**src/rtl/demux1to4_32b_reg_if.sv**
```systemverilog
// Producer/consumer bundle for the registered 1-to-4 demux: one input stream,
// four independent output lanes with their transfer counters.
interface demux1to4_32b_reg_if #(
    parameter int WIDTH = 32,
    parameter int CNT_W = 8
);
    logic             in_valid;
    logic             in_ready;
    logic [1:0]       in_sel;
    logic [WIDTH-1:0] in_data;
    logic [3:0]       out_valid;
    logic [3:0]       out_ready;
    logic [WIDTH-1:0] out_data0;
    logic [WIDTH-1:0] out_data1;
    logic [WIDTH-1:0] out_data2;
    logic [WIDTH-1:0] out_data3;
    logic [CNT_W-1:0] out_cnt0;
    logic [CNT_W-1:0] out_cnt1;
    logic [CNT_W-1:0] out_cnt2;
    logic [CNT_W-1:0] out_cnt3;

    // Environment side: drives the producer and the lane consumers.
    modport master (
        output in_valid, in_sel, in_data, out_ready,
        input  in_ready, out_valid,
        input  out_data0, out_data1, out_data2, out_data3,
        input  out_cnt0, out_cnt1, out_cnt2, out_cnt3
    );

    // Demux side.
    modport slave (
        input  in_valid, in_sel, in_data, out_ready,
        output in_ready, out_valid,
        output out_data0, out_data1, out_data2, out_data3,
        output out_cnt0, out_cnt1, out_cnt2, out_cnt3
    );
endinterface

```
**src/rtl/demux1to4_32b_reg.sv**
```systemverilog
// Registered 1-to-4 demultiplexer: routes one valid/ready word stream into four
// one-entry lanes, each buffering a word until its consumer takes it.
module demux1to4_32b_reg #(
    parameter int WIDTH = 32,
    parameter int CNT_W = 8
) (
    input  logic                 clk,
    input  logic                 reset,
    input  logic                 flush,
    demux1to4_32b_reg_if.slave   bus
);
    localparam logic [0:0] ST_EMPTY = 1'b0;
    localparam logic [0:0] ST_FULL  = 1'b1;

    logic [3:0]       lane_valid;
    logic [WIDTH-1:0] lane_data [4];
    logic [CNT_W-1:0] lane_cnt  [4];
    logic             accept;

    // A lane can take a new word when it is empty or draining this very cycle.
    assign bus.in_ready = !flush &&
                          (!lane_valid[bus.in_sel] || bus.out_ready[bus.in_sel]);
    assign accept       = bus.in_valid && bus.in_ready;

    genvar gi;
    generate
        for (gi = 0; gi < 4; gi++) begin : gen_lane
            logic [0:0]       state_reg, state_next;
            logic [WIDTH-1:0] data_reg,  data_next;
            logic [CNT_W-1:0] cnt_reg,   cnt_next;
            logic             load;

            assign load = accept && (bus.in_sel == 2'(gi));

            // Flush empties the lane but keeps its word and counter; a load wins
            // over a drain so drain+refill keeps the lane full with no bubble.
            always_comb begin
                state_next = state_reg;
                data_next  = data_reg;
                cnt_next   = cnt_reg;
                if (flush) begin
                    state_next = ST_EMPTY;
                end else if (load) begin
                    state_next = ST_FULL;
                    data_next  = bus.in_data;
                    cnt_next   = cnt_reg + 1'b1;
                end else if (state_reg == ST_FULL && bus.out_ready[gi]) begin
                    state_next = ST_EMPTY;
                end
            end

            always_ff @(posedge clk or posedge reset) begin
                if (reset) begin
                    state_reg <= ST_EMPTY;
                    data_reg  <= '0;
                    cnt_reg   <= '0;
                end else begin
                    state_reg <= state_next;
                    data_reg  <= data_next;
                    cnt_reg   <= cnt_next;
                end
            end

            assign lane_valid[gi] = (state_reg == ST_FULL);
            assign lane_data[gi]  = data_reg;
            assign lane_cnt[gi]   = cnt_reg;
        end
    endgenerate

    assign bus.out_valid = lane_valid;
    assign bus.out_data0 = lane_data[0];
    assign bus.out_data1 = lane_data[1];
    assign bus.out_data2 = lane_data[2];
    assign bus.out_data3 = lane_data[3];
    assign bus.out_cnt0  = lane_cnt[0];
    assign bus.out_cnt1  = lane_cnt[1];
    assign bus.out_cnt2  = lane_cnt[2];
    assign bus.out_cnt3  = lane_cnt[3];
endmodule

```
**src/flat_wrapper.sv**
```systemverilog
// flat-port wrapper written by rule: the top's interface ports become plain ports
module demux1to4_32b_reg_flat 
#(
    parameter int WIDTH = 32,
    parameter int CNT_W = 8
)
  (clk, reset, flush, bus_in_valid, bus_in_sel, bus_in_data, bus_out_ready, bus_in_ready, bus_out_valid, bus_out_data0, bus_out_data1, bus_out_data2, bus_out_data3, bus_out_cnt0, bus_out_cnt1, bus_out_cnt2, bus_out_cnt3);
  demux1to4_32b_reg_if #(.WIDTH(WIDTH), .CNT_W(CNT_W)) bus_i ();
  input  logic clk;
  input  logic reset;
  input  logic flush;
  input wire logic [$bits(bus_i.in_valid)-1:0] bus_in_valid;
  input wire logic [$bits(bus_i.in_sel)-1:0] bus_in_sel;
  input wire logic [$bits(bus_i.in_data)-1:0] bus_in_data;
  input wire logic [$bits(bus_i.out_ready)-1:0] bus_out_ready;
  output wire logic [$bits(bus_i.in_ready)-1:0] bus_in_ready;
  output wire logic [$bits(bus_i.out_valid)-1:0] bus_out_valid;
  output wire logic [$bits(bus_i.out_data0)-1:0] bus_out_data0;
  output wire logic [$bits(bus_i.out_data1)-1:0] bus_out_data1;
  output wire logic [$bits(bus_i.out_data2)-1:0] bus_out_data2;
  output wire logic [$bits(bus_i.out_data3)-1:0] bus_out_data3;
  output wire logic [$bits(bus_i.out_cnt0)-1:0] bus_out_cnt0;
  output wire logic [$bits(bus_i.out_cnt1)-1:0] bus_out_cnt1;
  output wire logic [$bits(bus_i.out_cnt2)-1:0] bus_out_cnt2;
  output wire logic [$bits(bus_i.out_cnt3)-1:0] bus_out_cnt3;
  assign bus_i.in_valid = bus_in_valid;
  assign bus_i.in_sel = bus_in_sel;
  assign bus_i.in_data = bus_in_data;
  assign bus_i.out_ready = bus_out_ready;
  assign bus_in_ready = bus_i.in_ready;
  assign bus_out_valid = bus_i.out_valid;
  assign bus_out_data0 = bus_i.out_data0;
  assign bus_out_data1 = bus_i.out_data1;
  assign bus_out_data2 = bus_i.out_data2;
  assign bus_out_data3 = bus_i.out_data3;
  assign bus_out_cnt0 = bus_i.out_cnt0;
  assign bus_out_cnt1 = bus_i.out_cnt1;
  assign bus_out_cnt2 = bus_i.out_cnt2;
  assign bus_out_cnt3 = bus_i.out_cnt3;
  demux1to4_32b_reg #(.WIDTH(WIDTH), .CNT_W(CNT_W)) u_core (.clk(clk), .reset(reset), .flush(flush), .bus(bus_i));
endmodule
```
**config.mk**
```make
export PLATFORM = sky130hd
export DESIGN_NAME = demux1to4_32b_reg_flat
export DESIGN_NICKNAME = d
export VERILOG_FILES = /design/src/rtl/demux1to4_32b_reg_if.sv /design/src/rtl/demux1to4_32b_reg.sv /design/src/flat_wrapper.sv
export SDC_FILE = /design/constraint.sdc
export NUM_CORES = 1
export LEC_CHECK = 0
export CAP_MARGIN = 20
export CORE_MARGIN = 2
export CORE_UTILIZATION = 40
export CTS_CLUSTER_DIAMETER = 30
export DETAILED_ROUTE_END_ITERATION = 10
export PLACE_DENSITY = 0.72
export SETUP_SLACK_MARGIN = 0.2
export SLEW_MARGIN = 0
export SYNTH_ARGS = -nofsm -noshare
export SYNTH_HDL_FRONTEND = slang
export SYNTH_SLANG_ARGS = --single-unit
```
**constraint.sdc**
```tcl
create_clock -name clk -period 7.2 [get_ports clk]
set_input_delay 1.44 -clock clk [delete_from_list [all_inputs] [get_ports clk]]
set_output_delay 1.44 -clock clk [all_outputs]
set_load 0.02 [all_outputs]
```
==> results of run 1 <==
power breakdown:
part | internal (W) | switching, W | leakage (nW)
clock network | 0.000447 | 0.000347 | 0.239
logic | 0.000484 | 0.000471 | 1.86
registers | 0.00112 | 0.000139 | 2.03
total | 0.00205 | 0.000957 | 4.13
worst max-delay path by stage:
stage / endpoint / slack, ps / depth (start not counted)
floorplan: u_core.bus.out_cnt0[0] / 1330 / 1
global placement: bus_in_ready / 2310 / 4
detailed placement: bus_in_ready / 2300 / 4
CTS: bus_in_ready / 2300 / 4
global route: bus_in_ready / 2240 / 4
finish: bus_in_ready / 2300 / 4
per-layer routing:
| layer | vias up | global-route usage |
|---|---|---|
| met2 | 140 | 0.330 |
| met3 | 16 | 0.0733 |
| met4 | 0 | 0.0622 |
| met1 | 2279 | 0.228 |
| li1 | 2054 | - |
| met5 | - | 0 |
through the flow:
stage	util	cell area (µm²)	power (W)	setup slack, ps	instances
3_3_place_gp	0.552	8740	0.00221	2310	897
5_1_grt	0.585	9250	0.00315	2240	929
4_1_cts	0.585	9250	0.00304	2300	929
6_report	0.585	9250	0.00300	2300	929
3_5_place_dp	0.552	8740	0.00223	2300	897
2_1_floorplan	-	6470	0.00171	1330	492
worst max-delay path: cells and delay by family:
family / cells / cell delay, ps
buffers and inverters: 2 / 1220
muxes: 1 / 680
and+or+nand+nor: 1 / 120
cells in the final DEF (no fill, tap or decap), types with 4 or more instances in the layout:
master           instances
buf_4                    5
mux2_2                  99
xnor2_1                  8
clkinv_2                 4
clkinvlp_4               5
nor3_1                  10
clkdlybuf4s50_1        206
clkbuf_1                 5
dfrtp_1                164
ha_1                     4
nor2_1                   6
nand3_1                  6
clkbuf_16               17
nand2_1                116
nor4_2                   4
o21ai_0                  4
xor2_1                  20
cells by family after synthesis:
kind of cell               share of synthesized area
AOI/OAI and AO/OA                            0.00310
xor gates and xnor gates                      0.0379
adders and majority gates                    0.00774
buffers and inverters                         0.0197
DFF                                            0.635
muxes                                          0.176
and+or+nand+nor                                0.121
cell usage after synthesis, types with 2 or more instances:
library cell	instances	area share
nor3_2	2	0.0031
mux2_2	99	0.17
nand3_1	6	0.0046
clkbuf_1	5	0.0029
inv_1	4	0.0023
xor2_1	20	0.027
buf_2	12	0.0093
buf_4	4	0.0046
o21ai_0	4	0.0031
nor3_1	10	0.0077
nor2b_1	3	0.0029
nand2b_1	3	0.0029
nand2_1	116	0.067
dfrtp_1	164	0.63
and2b_1	2	0.0023
xnor2_1	8	0.011
ha_1	4	0.0077
nor4_2	4	0.0077
nand3_2	3	0.0046
nor2_1	6	0.0035
nand4_1	2	0.0019
nor4_1	2	0.0019
area by class of cell:
| class | instances | area, µm² | area share |
|---|---|---|---|
| sequential | 164 | 4100 | 0.444 |
| multi-input combinational | 302 | 2240 | 0.242 |
| tap | 216 | 270 | 0.0292 |
| clock buffer | 23 | 458 | 0.0495 |
| clock inverter | 9 | 57.6 | 0.00622 |
| inverter | 4 | 20.0 | 0.00216 |
| timing repair buffer | 211 | 2100 | 0.227 |
==> flow_metrics.tcl, run 1 <==
set metrics [dict create \
    diodes 0 \
    vias 4489 \
    setup.worst_path.end_class "output pin" \
    ant_nets 0 \
    drt-pass1-iter-count 5 \
    worst_r2r_endpoint "u_core.bus.out_cnt1[7]" \
    syn_area_um2 6470 \
    synth_flop_cell "dfrtp_1" \
    wl_met2_um 8200 \
    hold_end "u_core.bus.out_cnt0[7]" \
    finClkSkew_ps 15.4 \
    hold_buffers 0 \
    drv_slew 0 \
    die_w_um 131 \
    clkSinkCount 164 \
    grt_first_pass_wirelength_um 26500 \
    grt_usage 0.194 \
    synth-edff-count 0 \
    cts_buffers 17 \
    r2r_setup_slack_ps 5150 \
    syn_area_per_cell_um2 13.1 \
    place_congestion 0.830 \
    clk_pin_slew_ps 60 \
    drive_above_1_share 0.205 \
    rsz0062_at_grt "false" \
    post-dp-hpwl_um 11000 \
    cts_setup_buffers 0 \
    top_layer "met4" \
    path_max_fanout 9 \
    setup_tns_ps 0 \
    period_needed_ps 4900 \
    syn_to_final_growth_pct 43.1 \
    grt_pass1_vias 4992 \
    ir_drop_mv 0.159 \
    htreeDepth 4 \
    initial_core_util 0.409 \
    crit_start "bus_in_sel[1]" \
    wl_met3_um 1180 \
    grt-ovfl-total 0 \
    synthCells 492 \
    r2r_start "u_core.gen_lane[1].state_reg" \
    hp-start "u_core.bus.out_cnt0[7]" \
    portBuffers 206 \
    nFillCells 1273 \
    finalHoldViolCount 0 \
    status "finished, final reports clean" \
    hold_depth 1 \
    syn_nets 538 \
    yosys_register_bits 164 \
    finalCritPeriodShare 0.681 \
    cp-start-kind "primary input" \
    cpPeakStageDelay_ps 680 \
    cts_tree "done" \
    slowest_stage "mux4_2" \
    drt_wl_total_um 16100 \
    ys_seq_area_frac 0.635 \
    wire_per_inst_um 17.4 \
    core_area_um2 15800 \
    synth_warnings 0 \
    tightest_slew_ps 885 \
    async_flop_share 1.00 \
    p_leak_nw 4.13 \
    cap_violations 0 \
    grt_max_degree 97 \
    max_freq_mhz 204 \
    cts_buffer_depth 2 \
    synth_cell_types 31 \
    clock_latency_ps 420 \
    die_h_um 131 \
    num-nets-final 746 \
    die-area_um2 17200 \
    final-setup-viol-count 0 \
    slew_headroom 0.410 \
    wl_met1_um 6560 \
    root_buffer "clkbuf_16" \
    drc 0 \
    fp-row-count 46 \
    min_path_type "reg -> reg" \
    crit_top_cell "clkdlybuf4s50_1" \
    hold_slack_ps 465 \
    io_pins 207 \
    r2r_cells 5 \
    avgViaCountPerCell 4.83 \
    worstPathCellList "clkdlybuf4s50_1, mux4_2, nor2_1, clkdlybuf4s50_1" \
    cts_resized 0 \
    pwr_density_cell_nw_per_um2 325 \
    crit_type "in -> out" \
    antenna_found_initial 0 \
    drt_iter0_drc 177 \
    worstPathRequired_ps 5760 \
    arrival_ps 3460 \
]
Power figures use the tool's default switching activity.
==> run 2, diff against run 1 <==
==> constraint.sdc (replaced) <==
create_clock -name clk -period 4.8 [get_ports clk]
set_input_delay 0.96 -clock clk [delete_from_list [all_inputs] [get_ports clk]]
set_output_delay 0.96 -clock clk [all_outputs]
set_load 0.02 [all_outputs]
==> run 2 against run 1 <==
Global-route usage barely moved. Sequential share of layout area decreased by 0.11 points. Die area unchanged. Utilization grew 0.14 points. Critical endpoint unchanged. Clock skew is 7.5 ps lower. Register-to-register slack worse by 2500 ps. Combinational power rose by 51%.
==> flow_metrics.tcl, run 2 (synthesis results as in run 1) <==
set metrics [dict create \
    status "finished, final reports clean" \
    fp-row-count 46 \
    grt_max_degree 97 \
    grt_usage 0.194 \
    die_w_um 131 \
    hold_slack_ps 467 \
    crit_type "in -> out" \
    core_area_um2 15800 \
    grt_pass1_vias 4856 \
    die_h_um 131 \
    finalHoldViolCount 0 \
    max_freq_mhz 254 \
    drt_wl_total_um 16000 \
    diodes 0 \
    finClkSkew_ps 7.85 \
    num-nets-final 747 \
    avgViaCountPerCell 4.78 \
    worstPathRequired_ps 3840 \
    cts_buffers 17 \
    final_cell_mix "clkdlybuf4s50_1, dfrtp_1, nand2_1, mux2_2, xor2_1" \
    final_area_um2 9270 \
    fin_ws_ps 862 \
    arrival_ps 2980 \
    setup_tns_ps 0 \
    clock_latency_ps 420 \
    drc 0 \
    period_needed_ps 3940 \
    die-area_um2 17200 \
    p_leak_nw 4.14 \
    syn_to_final_growth_pct 43.4 \
    tightest_slew_ps 886 \
    hold_depth 1 \
    drt-pass1-iter-count 4 \
    cap_violations 0 \
    pwr_density_cell_nw_per_um2 486 \
    hold_buffers 0 \
    r2r_cells 4 \
    place_congestion 0.822 \
    pre_cts_slack_ps 848 \
    vias 4444 \
    grt-ovfl-total 0 \
    slowest_stage "mux4_2" \
    io_pins 207 \
    antenna_found_initial 0 \
    ant_nets 0 \
    cp-start-kind "primary input" \
    cpPeakStageDelay_ps 670 \
    cts_resized 0 \
    clkSinkCount 164 \
    power.total_w 0.00450 \
    drt_iter0_drc 168 \
    rsz0062_at_grt "false" \
    htreeDepth 4 \
    ir_drop_mv 0.268 \
    crit_top_cell "clkdlybuf4s50_1" \
    nFillCells 1295 \
    portBuffers 206 \
    drv_slew 0 \
    clk_pin_slew_ps 60 \
    path_max_fanout 9 \
    post-dp-hpwl_um 11200 \
    slew_headroom 0.409 \
    worstPathCellList "clkdlybuf4s50_1, mux4_2, nor2_1, clkdlybuf4s50_1" \
    finalCritPeriodShare 0.821 \
    min_path_type "reg -> reg" \
    regArea_um2 4100 \
    layout_commonest_cell "clkdlybuf4s50_1" \
    cts_tree "done" \
    multi_input_area_um2 2240 \
    dpl_cell_area_um2 8770 \
    initial_core_util 0.409 \
    grt_first_pass_wirelength_um 26400 \
    root_buffer "clkbuf_16" \
    final-setup-viol-count 0 \
    setup.worst_path.end_class "output pin" \
    wire_per_inst_um 17.2 \
    cts_setup_buffers 0 \
    cts_buffer_depth 2 \
    drive_above_1_share 0.204 \
]
-- run 2: changes by cell type in the layout (fill, tap and decap cells not counted), sizes merged --
cell    before  now
buf          5    6
clkinv       4    5
inv          4    3
-- run 2: layout make-up --
cell class / count / share of cell area
clock buffer: 23 / 0.0483
inverter: 4 / 0.00202
clock inverter: 9 / 0.00634
multi-input combinational: 302 / 0.242
sequential: 164 / 0.443
tap: 216 / 0.0291
timing repair buffer: 212 / 0.230
-- run 2: metal layers --
metal | vias up | global-route usage | share of wire
met1 | 2238 | 0.223 | 0.40
met2 | 133 | 0.331 | 0.51
met3 | 18 | 0.0822 | 0.080
met4 | 0 | 0.0568 | 0.016
met5 | - | 0 | 0
li1 | 2055 | - | -
-- run 2: critical path: cells and delay by family --
| kind | cells | cell delay, ps |
|---|---|---|
| buf+inv | 2 | 1220 |
| mux | 1 | 670 |
| simple gates | 1 | 120 |
-- run 2: through the flow --
step	util	std cells
floorplan	-	492
global placement	0.554	898
detailed placement	0.554	898
CTS	0.586	930
global route	0.586	930
finish	0.586	930
-- run 2: where the power goes --
part | switching (W) | total [W] | internal, W
Combinational | 0.000707 | 0.00144 | 0.000730
Sequential | 0.000209 | 0.00188 | 0.00168
Clock | 0.000525 | 0.00118 | 0.000658
-- run 2: path summary, 6_finish.rpt --
kind                                               from                  endpoint  slack (ps)
setup / recovery                          bus_in_sel[1]              bus_in_ready         860
hold / removal                   u_core.bus.out_cnt3[7]    u_core.bus.out_cnt3[7]         470
setup reg to reg           u_core.gen_lane[2].state_reg   u_core.bus.out_data2[3]        2670
hold reg to reg                  u_core.bus.out_cnt3[7]    u_core.bus.out_cnt3[7]         470
max in group asynchronous                         reset    u_core.bus.out_cnt3[5]        3310
min in group asynchronous                         reset  u_core.bus.out_data1[13]        1030
